$ cat config.mk
export PLATFORM = sky130hd
export DESIGN_NAME = gol_engine
export DESIGN_NICKNAME = d
export VERILOG_FILES = /design/src/rtl/gol_engine.sv
export SDC_FILE = /design/constraint.sdc
export NUM_CORES = 1
export LEC_CHECK = 0
export BUFFER_PORTS_ARGS = -buffer_cell sky130_fd_sc_hd__buf_2
export CAP_MARGIN = 20
export CORE_AREA = 3 3 210 253
export DETAILED_ROUTE_END_ITERATION = 7
export DIE_AREA = 0 0 213 256
export PLACE_DENSITY = 0.62
export SYNTH_ARGS = -nofsm -noshare
export SYNTH_HDL_FRONTEND = slang
export SYNTH_HIERARCHICAL = 1
export SYNTH_SLANG_ARGS = --single-unit
$ cat constraint.sdc
create_clock -name clk -period 14.35 [get_ports clk]
set_input_delay 0.7175 -clock clk [delete_from_list [all_inputs] [get_ports clk]]
set_output_delay 0.7175 -clock clk [all_outputs]
set_load 0.03 [all_outputs]
$ cat src/rtl/gol_engine.sv
// Game of Life core: B3/S23 over a WIDTH x HEIGHT board, double-buffered,
// one back-buffer row per cycle, with edge scoring and a generation counter.

module gol_cell (
  input  logic       self_i,
  input  logic [7:0] nb_i,
  output logic       next_o
);
  logic [3:0] cnt;

  always_comb begin
    cnt = '0;
    for (int i = 0; i < 8; i++) cnt = cnt + {3'b000, nb_i[i]};
  end

  assign next_o = (cnt == 4'd3) || (self_i && (cnt == 4'd2));
endmodule

module gol_engine #(
  parameter int WIDTH    = 10,
  parameter int HEIGHT   = 9,
  parameter int WRAP     = 0,
  parameter int TICK_DIV = 33554432,
  parameter int SCORE_W  = 10,
  parameter int GEN_W    = 16
) (
  input  logic               clk,
  input  logic               rst_n,
  input  logic               run,
  input  logic               step,
  input  logic               clear,
  input  logic               wr_en,
  input  logic [5:0]         wr_x,
  input  logic [5:0]         wr_y,
  input  logic               wr_val,
  input  logic [5:0]         q_x,
  input  logic [5:0]         q_y,
  output logic               q_alive,
  output logic               busy,
  output logic               overrun,
  output logic [GEN_W-1:0]   gen_count,
  output logic [SCORE_W-1:0] l_score,
  output logic [SCORE_W-1:0] r_score
);
  localparam int CW = (WIDTH > 1) ? $clog2(WIDTH) : 1;
  localparam int RW = (HEIGHT > 1) ? $clog2(HEIGHT) : 1;
  localparam int TW = (TICK_DIV > 1) ? $clog2(TICK_DIV) : 1;

  localparam logic [1:0] S_IDLE = 2'd0;
  localparam logic [1:0] S_COMP = 2'd1;
  localparam logic [1:0] S_SWAP = 2'd2;

  typedef logic [HEIGHT-1:0][WIDTH-1:0] board_t;

  function automatic board_t glider_init();
    board_t b;
    for (int r = 0; r < HEIGHT; r++)
      for (int c = 0; c < WIDTH; c++)
        b[r][c] = (r == 6 && c == 6) || (r == 7 && c == 7) || (r == 8 && c >= 5 && c <= 7);
    return b;
  endfunction

  localparam board_t GLIDER = glider_init();

  function automatic logic [SCORE_W-1:0] sat_add(logic [SCORE_W-1:0] a, logic [6:0] p);
    logic [SCORE_W+7:0] s;
    s = {8'b0, a} + {{(SCORE_W+1){1'b0}}, p};
    return (s > {8'b0, {SCORE_W{1'b1}}}) ? {SCORE_W{1'b1}} : s[SCORE_W-1:0];
  endfunction

  board_t             buf0_q, buf0_d, buf1_q, buf1_d, front, back;
  logic               sel_q, sel_d, ovr_q, ovr_d;
  logic [1:0]         state_q, state_d;
  logic [RW-1:0]      row_q, row_d;
  logic [TW-1:0]      tick_q, tick_d;
  logic [GEN_W-1:0]   gen_q, gen_d;
  logic [SCORE_W-1:0] l_q, l_d, r_q, r_d;
  logic [WIDTH-1:0]   up, mid, dn, nrow;
  logic [6:0]         pop_l, pop_r;
  logic               tick_hit, trig, wr_hit;

  // sel_q=0: buf0 is displayed, buf1 is being computed.
  assign front = sel_q ? buf1_q : buf0_q;
  assign back  = sel_q ? buf0_q : buf1_q;

  assign tick_hit = run && (tick_q == TW'(TICK_DIV - 1));
  assign trig     = tick_hit || step;
  assign wr_hit   = wr_en && (int'(wr_x) < WIDTH) && (int'(wr_y) < HEIGHT);

  assign up  = (row_q == '0) ? ((WRAP != 0) ? front[HEIGHT-1] : '0) : front[row_q - RW'(1)];
  assign mid = front[row_q];
  assign dn  = (row_q == RW'(HEIGHT - 1)) ? ((WRAP != 0) ? front[0] : '0) : front[row_q + RW'(1)];

  for (genvar c = 0; c < WIDTH; c++) begin : g_col
    localparam int CL = (c == 0) ? WIDTH - 1 : c - 1;
    localparam int CR = (c == WIDTH - 1) ? 0 : c + 1;
    localparam bit HL = (WRAP != 0) || (c > 0);
    localparam bit HR = (WRAP != 0) || (c < WIDTH - 1);
    logic [7:0] nb;
    assign nb = {HL ? up[CL]  : 1'b0, up[c], HR ? up[CR]  : 1'b0,
                 HL ? mid[CL] : 1'b0,        HR ? mid[CR] : 1'b0,
                 HL ? dn[CL]  : 1'b0, dn[c], HR ? dn[CR]  : 1'b0};
    gol_cell u_cell (.self_i(mid[c]), .nb_i(nb), .next_o(nrow[c]));
  end

  always_comb begin
    pop_l = '0;
    pop_r = '0;
    for (int r = 0; r < HEIGHT; r++) begin
      pop_r = pop_r + {6'b0, back[r][0]};
      pop_l = pop_l + {6'b0, back[r][WIDTH-1]};
    end
  end

  always_comb begin
    buf0_d  = buf0_q;
    buf1_d  = buf1_q;
    sel_d   = sel_q;
    ovr_d   = ovr_q;
    state_d = state_q;
    row_d   = row_q;
    gen_d   = gen_q;
    l_d     = l_q;
    r_d     = r_q;
    tick_d  = run ? (tick_hit ? '0 : tick_q + TW'(1)) : '0;
    if (clear) begin
      buf0_d  = '0;
      buf1_d  = '0;
      state_d = S_IDLE;
      row_d   = '0;
      gen_d   = '0;
      l_d     = '0;
      r_d     = '0;
    end else begin
      case (state_q)
        S_IDLE: begin
          if (wr_hit) begin
            if (sel_q) buf1_d[wr_y[RW-1:0]][wr_x[CW-1:0]] = wr_val;
            else       buf0_d[wr_y[RW-1:0]][wr_x[CW-1:0]] = wr_val;
          end
          if (trig) begin
            state_d = S_COMP;
            row_d   = '0;
          end
        end
        S_COMP: begin
          if (sel_q) buf0_d[row_q] = nrow;
          else       buf1_d[row_q] = nrow;
          if (trig) ovr_d = 1'b1;
          row_d = row_q + RW'(1);
          if (row_q == RW'(HEIGHT - 1)) state_d = S_SWAP;
        end
        S_SWAP: begin
          if (trig) ovr_d = 1'b1;
          sel_d   = ~sel_q;
          gen_d   = gen_q + GEN_W'(1);
          r_d     = sat_add(r_q, pop_r);
          l_d     = sat_add(l_q, pop_l);
          state_d = S_IDLE;
        end
        default: state_d = S_IDLE;
      endcase
    end
  end

  always_ff @(posedge clk or negedge rst_n) begin
    if (!rst_n) begin
      buf0_q  <= GLIDER;
      buf1_q  <= '0;
      sel_q   <= 1'b0;
      ovr_q   <= 1'b0;
      state_q <= S_IDLE;
      row_q   <= '0;
      tick_q  <= '0;
      gen_q   <= '0;
      l_q     <= '0;
      r_q     <= '0;
    end else begin
      buf0_q  <= buf0_d;
      buf1_q  <= buf1_d;
      sel_q   <= sel_d;
      ovr_q   <= ovr_d;
      state_q <= state_d;
      row_q   <= row_d;
      tick_q  <= tick_d;
      gen_q   <= gen_d;
      l_q     <= l_d;
      r_q     <= r_d;
    end
  end

  assign q_alive   = (int'(q_x) < WIDTH) && (int'(q_y) < HEIGHT) && front[q_y[RW-1:0]][q_x[CW-1:0]];
  assign busy      = (state_q != S_IDLE);
  assign overrun   = ovr_q;
  assign gen_count = gen_q;
  assign l_score   = l_q;
  assign r_score   = r_q;
endmodule
# == Word level (Yosys, flattened, before mapping) ==
# Cells that the tools add are included.
# totals
ff_bits,249
inputBits,31
out_inout_bits,39
# classes
add_sub_neg,85
n_lt_le_gt_ge,16
eq_ne,31
n_mux,51
n_bitwise,2
n_reduce_logical,41
# ops
operator,n
$mux W90,10
$bwmux W90,4
$pmux W90 S2,2
$add A4 B1 Y4,54
$bmux W10 S4,4
$mux W10,14
$demux W10 S4,2
$eq A4 B2 Y1 const B,20
$mux W25,2
$lt A4 B5 Y1 const B,7
$mux W16,2
$add A7 B1 Y7,4
$add A25 B1 Y25 const B,1
$eq A25 B25 Y1 const B,1
$lt A6 B4 Y1 const B,4
$add A1 B1 Y2,11
$add A10 B7 Y11,2
$gt A11 B10 Y1 const B,2
$ne A3 B3 Y1 const B,7
$logic_and A1 B1 Y1,18
$add A16 B1 Y16 const B,1
$add A6 B1 Y7,2
$add A5 B1 Y6,2
$ge A4 B1 Y1 const B,3
25 further kinds,47

# == Longest topological paths before layout ==
# depth
ltp_word,18
ltp_mapped,24

# == By module ==
# Netlist, hierarchy kept.
# by_module_without_submodules
mod,instances,cells_per_inst,area_each_um2,seq_area_each_um2
gol_engine,1,1801,18381.4,6237.2
gol_cell at g_col[0].u_cell ...,8,23,185.2,0.0
gol_cell at g_col[8].u_cell ...,2,23,200.2,0.0

# == Worst setup path before layout ==
# OpenSTA, ideal clock, no wires.
# synth_path
path_type,register to register
startpoint,register row_q[0]
endpoint,register buf0_q[38] (netlist bit)
setup_time_ps,65
arrival_time_ps,6023
t_required_ps,14285
slack_ps,8262
stages_incl_launch_ff,25
cell_sequence,dfrtp_1 -> buf_2 -> buf_2 -> buf_2 -> buf_4 -> inv_1 -> ha_1 -> clkbuf_1 -> buf_2 -> clkbuf_1 -> mux4_2 -> nand2_1 -> a21oi_1 -> inv_1 -> fa_1 -> fa_1 -> fa_1 -> inv_1 -> ha_1 -> fa_1 -> o211a_1 -> a211oi_2 -> nand2_1 -> o22ai_1 -> mux2_2
# synth_between
elab_chain_cells,18
word_cells_on_any_way,32
# synth_lines
item,line,source
start: declaration,74,"logic [RW-1:0] row_q, row_d;"
start signal: assignment,184,row_q <= row_d;
$add A4 B1 Y4,92,assign dn = (row_q == RW'(HEIGHT - 1)) ? ((WRAP != 0) ? front[0] : '0) : front[row_q + RW'(1)];
$bmux W10 S4,92,
$mux W10 (not written as such),92,
$mux W10 *,92,
net dn[8],78,"logic [WIDTH-1:0] up, mid, dn, nrow;"
$add A1 B1 Y2 *,13,"for (int i = 0; i < 8; i++) cnt = cnt + {3'b000, nb_i[i]};"
$add A4 B1 Y4 * (6 in a row),13,
$eq A4 B2 Y1,16,assign next_o = (cnt == 4'd3) || (self_i && (cnt == 4'd2));
$logic_and A1 B1 Y1,16,
$logic_or A1 B1 Y1 *,16,
net nrow[8],78,
$bwmux W90 *,147,if (sel_q) buf0_d[row_q] = nrow;
$mux W90 *,147,
$pmux W90 S2 *,135,case (state_q)
$mux W90 *,126,if (clear) begin
end signal: assignment,179,buf0_q <= buf0_d;
end: declaration,71,"board_t buf0_q, buf0_d, buf1_q, buf1_d, front, back;"
# Mark *: on every way through the listed nets, which the timed path passes. The rest lies on a longest branch. The select of a mux whose other input is x is not followed.
# A chain may end at the register's enable or synchronous reset.

# == Worst setup path after layout ==
# layout_path
startpoint,register row_q[0]
endpoint,register buf1_q[79] (netlist bit)
# layout_between
elab_chain_cells,15
word_cells_on_any_way,29
# layout_lines
item,line,source
$add A4 B1 Y4,92,
$bmux W10 S4,92,
$mux W10 (not written as such),92,
$mux W10 *,92,
net dn[9],78,
$add A1 B1 Y2 *,13,
$add A4 B1 Y4 * (3 in a row),13,
$eq A4 B2 Y1,16,
$logic_and A1 B1 Y1,16,
$logic_or A1 B1 Y1 *,16,
net nrow[9],78,
$bwmux W90 *,148,else buf1_d[row_q] = nrow;
$mux W90 *,147,
$pmux W90 S2 *,135,
$mux W90 *,126,
end signal: assignment,180,buf1_q <= buf1_d;
end: declaration,71,
# Marked as above.

==> flow_summary.toml <==
[outcome]
status = "finished clean"

[layout]
stdcell_count = 2706
area_growth_pct = 9.30
drive_gt1_frac = 0.234
layout.nets = 2166
post-route-util = 0.433
finalInstanceArea_um2 = 22100

[worst_hold_path]
hp-class = "in -> async"

[setup_path]
crit_slowest_cell = "dfrtp_4"
start_kind = "flop"
startpoint = "row_q[0]"
path_cells = "inv_1 -> ha_1 -> buf_4 -> nor3_2 -> nand3_1 -> a21oi_1 -> inv_1 -> fa_1 -> fa_1 -> fa_1 -> inv_1 -> ha_1 -> fa_1 -> o211a_1 -> a211oi_2 -> nand2_1 -> o22ai_1 -> mux2_2"
crit_type = "reg -> reg"
required_ns = 14.86
r2r_start = "row_q[0]"
path_max_fanout = 37
endpoint_kind = "flop"
critical_path.max_stage_delay_ns = 0.78
cp_common_cell = "fa_1"
cp.arrival_ns = 7.47

[power]
cellPowerDensity_nw_per_um2 = 84.7
swShare = 0.302
leakagePower_nw = 9.68
p_comb_frac = 0.183
vdd_drop_max_uv = 93.6
seq_power_share = 0.382
power_switching_mw = 0.567
p_int_mw = 1.31
p_clk_frac = 0.436

[sta]
skew_ns = 0.0307
setup_slack_ns = 7.38
max_slew.worst_pin.slew_ns = 1.12
setup_viol = 0
period_share = 0.485
hold_violations = 0
slew-limit-headroom = 0.252
max_freq_mhz = 144
layout_min_cycle_time_ns = 6.97
slew_viol_final = 0
grt_setup_unrepaired = "no"
tns_ns = 0

[clock_tree]
post-cts-setup-buffers = 0
cts_max_level = 1
cts_num_sinks = 249
cts_made_buffers = 29
clkTransAtPathRegs_ns = 0.07
clockBufferDepth = 3
cts_resized = 0
hold_buffers = 0
insertion_delay_ns = 0.59
clockRootBuffer = "clkbuf_16"
tritoncts = "built"

[synth]
synth_enable_flop_cells = 0
synthDistinctLibCells = 73
synth_seq_cells = 249
synthCells = 2031
syn_area_per_cell_um2 = 9.98
yosys.area.top_type_share = 0.301
syn-cell-area_um2 = 20300
ys.flop_type = "dfrtp_1"
synth_async_sr_flop_share = 1.00
synth_area_leaders = "dfrtp_1 (30%), mux4_2 (13%), mux2_2 (11%)"
yosys_warnings = 6
seq_area_frac_synth = 0.308
synth_area_leader_cell = "dfrtp_1"

[floorplan]
start_util = 0.396
placementRows = 91
die_w_um = 213
core-area_um2 = 51100
die_y_um = 256
die_area_um2 = 54500
ioPinCount = 70

[job]
cap_viol_max_count = 0

[place]
numPortBuffers = 69
place_ws_ns = 7.62
dpl_cell_area_um2 = 21100
gp_congestion = 0.957
dp_hpwl_mm = 47.4
dpl.cell_count = 2648

[drt]
drc_errors = 0
m1WireLength_mm = 25.7
met2WireLength_mm = 31.6
postRouteAntennaNets = 0
wl_met3_mm = 7.41
drt-vias-per-instance = 6.48
post_drt_wl_per_cell_um = 26.3
highest_layer = "met5"
drtIter0Drc = 2070
routed_wirelength_mm = 71.2
drt-pass1-iter-count = 6
vias = 17500

[grt]
grt_first_pass_wirelength_mm = 107
grt-ovfl-total = 0
grtUsageTotal = 0.256
grt_max_degree = 126
grt_pass1_vias = 17600
antenna_found_initial = 7
==> synthesized netlist by cell type (52+ instances only) <==
cell and instances:
mux4_2 114, ha_1 53, nor2_1 137, inv_1 136
dfrtp_1 244, clkbuf_1 68, mux2i_1 54, nand3_1 102
nand2_1 265, a21oi_1 91, o22ai_1 94, fa_1 52
o21ai_0 72, mux2_2 194
==> layer usage <==
layer / vias to the layer above / GRT usage
li1: 7380 / -
met1: 8688 / 0.311
met2: 1092 / 0.395
met3: 364 / 0.0622
met4: 2 / 0.182
met5: - / 0
==> sequential cells by signal, summed over array words and instances, names as in the netlist <==
register and flops:
buf0_q 90, buf1_q 90, gen_count 16, l_score 10, overrun 1, r_score 10
row_q 4, sel_q 1, state_q 2, tick_q 25
==> final timing paths <==
path	slack [ns]	cells past startpoint	endpoint
setup / recovery	7.38	18	buf1_q[79]
hold / removal	0.21	1	buf0_q[41]
setup reg to reg	7.38	18	buf1_q[79]
hold reg to reg	0.47	1	overrun
max in group asynchronous	12.61	2	buf1_q[54]
min in group clk	0.43	2	tick_q[22]
==> cell type report <==
cell class / instances / area, um^2
tap: 651 / 815
multi-input combinational: 1513 / 12900
timing repair buffer: 100 / 636
antenna: 4 / 10.0
fill: 4873 / 29000
inverter: 137 / 514
clock buffer: 38 / 800
sequential: 249 / 6240
clock inverter: 14 / 230
==> power groups by stage <==
stage | Clock [mW] | Combinational [mW] | Sequential [mW]
6_report | 0.817 | 0.343 | 0.716
5_1_grt | 0.855 | 0.362 | 0.716
4_1_cts | 0.828 | 0.329 | 0.716
3_5_place_dp | 0 | 0.328 | 0.728
3_3_place_gp | 0 | 0.321 | 0.728
2_1_floorplan | 0 | 0.222 | 0.722
==> cells by family after synthesis <==
family	count (synthesis)	synth area share
AOI/OAI and AO/OA	350	0.109
xor gates and xnor gates	46	0.0199
adders and majority gates	105	0.0841
buffers and inverters	274	0.0595
DFF	249	0.308
muxes	381	0.282
other	1	0.000185
and+or+nand+nor	625	0.137
==> critical path, delay by kind of cell, from the launching register on <==
family | cells | cell delay [ns]
and+or+nand+nor | 3 | 1.21
DFF | 1 | 0.78
AOI/OAI and AO/OA | 4 | 1.35
adders and majority gates | 6 | 2.60
muxes | 1 | 0.20
buffers and inverters | 4 | 0.72
==> placed cells by master (no fill, tap or decap), types with 72 or more instances in the layout <==
| master | n |
|---|---|
| nand2_1 | 264 |
| dfrtp_1 | 242 |
| mux2_2 | 194 |
| inv_1 | 136 |
| nor2_1 | 136 |
| mux4_2 | 114 |
| nand3_1 | 102 |
| o22ai_1 | 94 |
| a21oi_1 | 91 |
| o21ai_0 | 72 |
==> stage by stage <==
stage	total power, mW	hold WS, ns
after CTS	1.87	0.249
after global routing	1.93	0.269
after floorplan	0.944	0.422
after global placement	1.05	0.452
final	1.88	0.212
after detailed placement	1.06	0.458
Note: power is estimated with default switching activity, not from simulation.
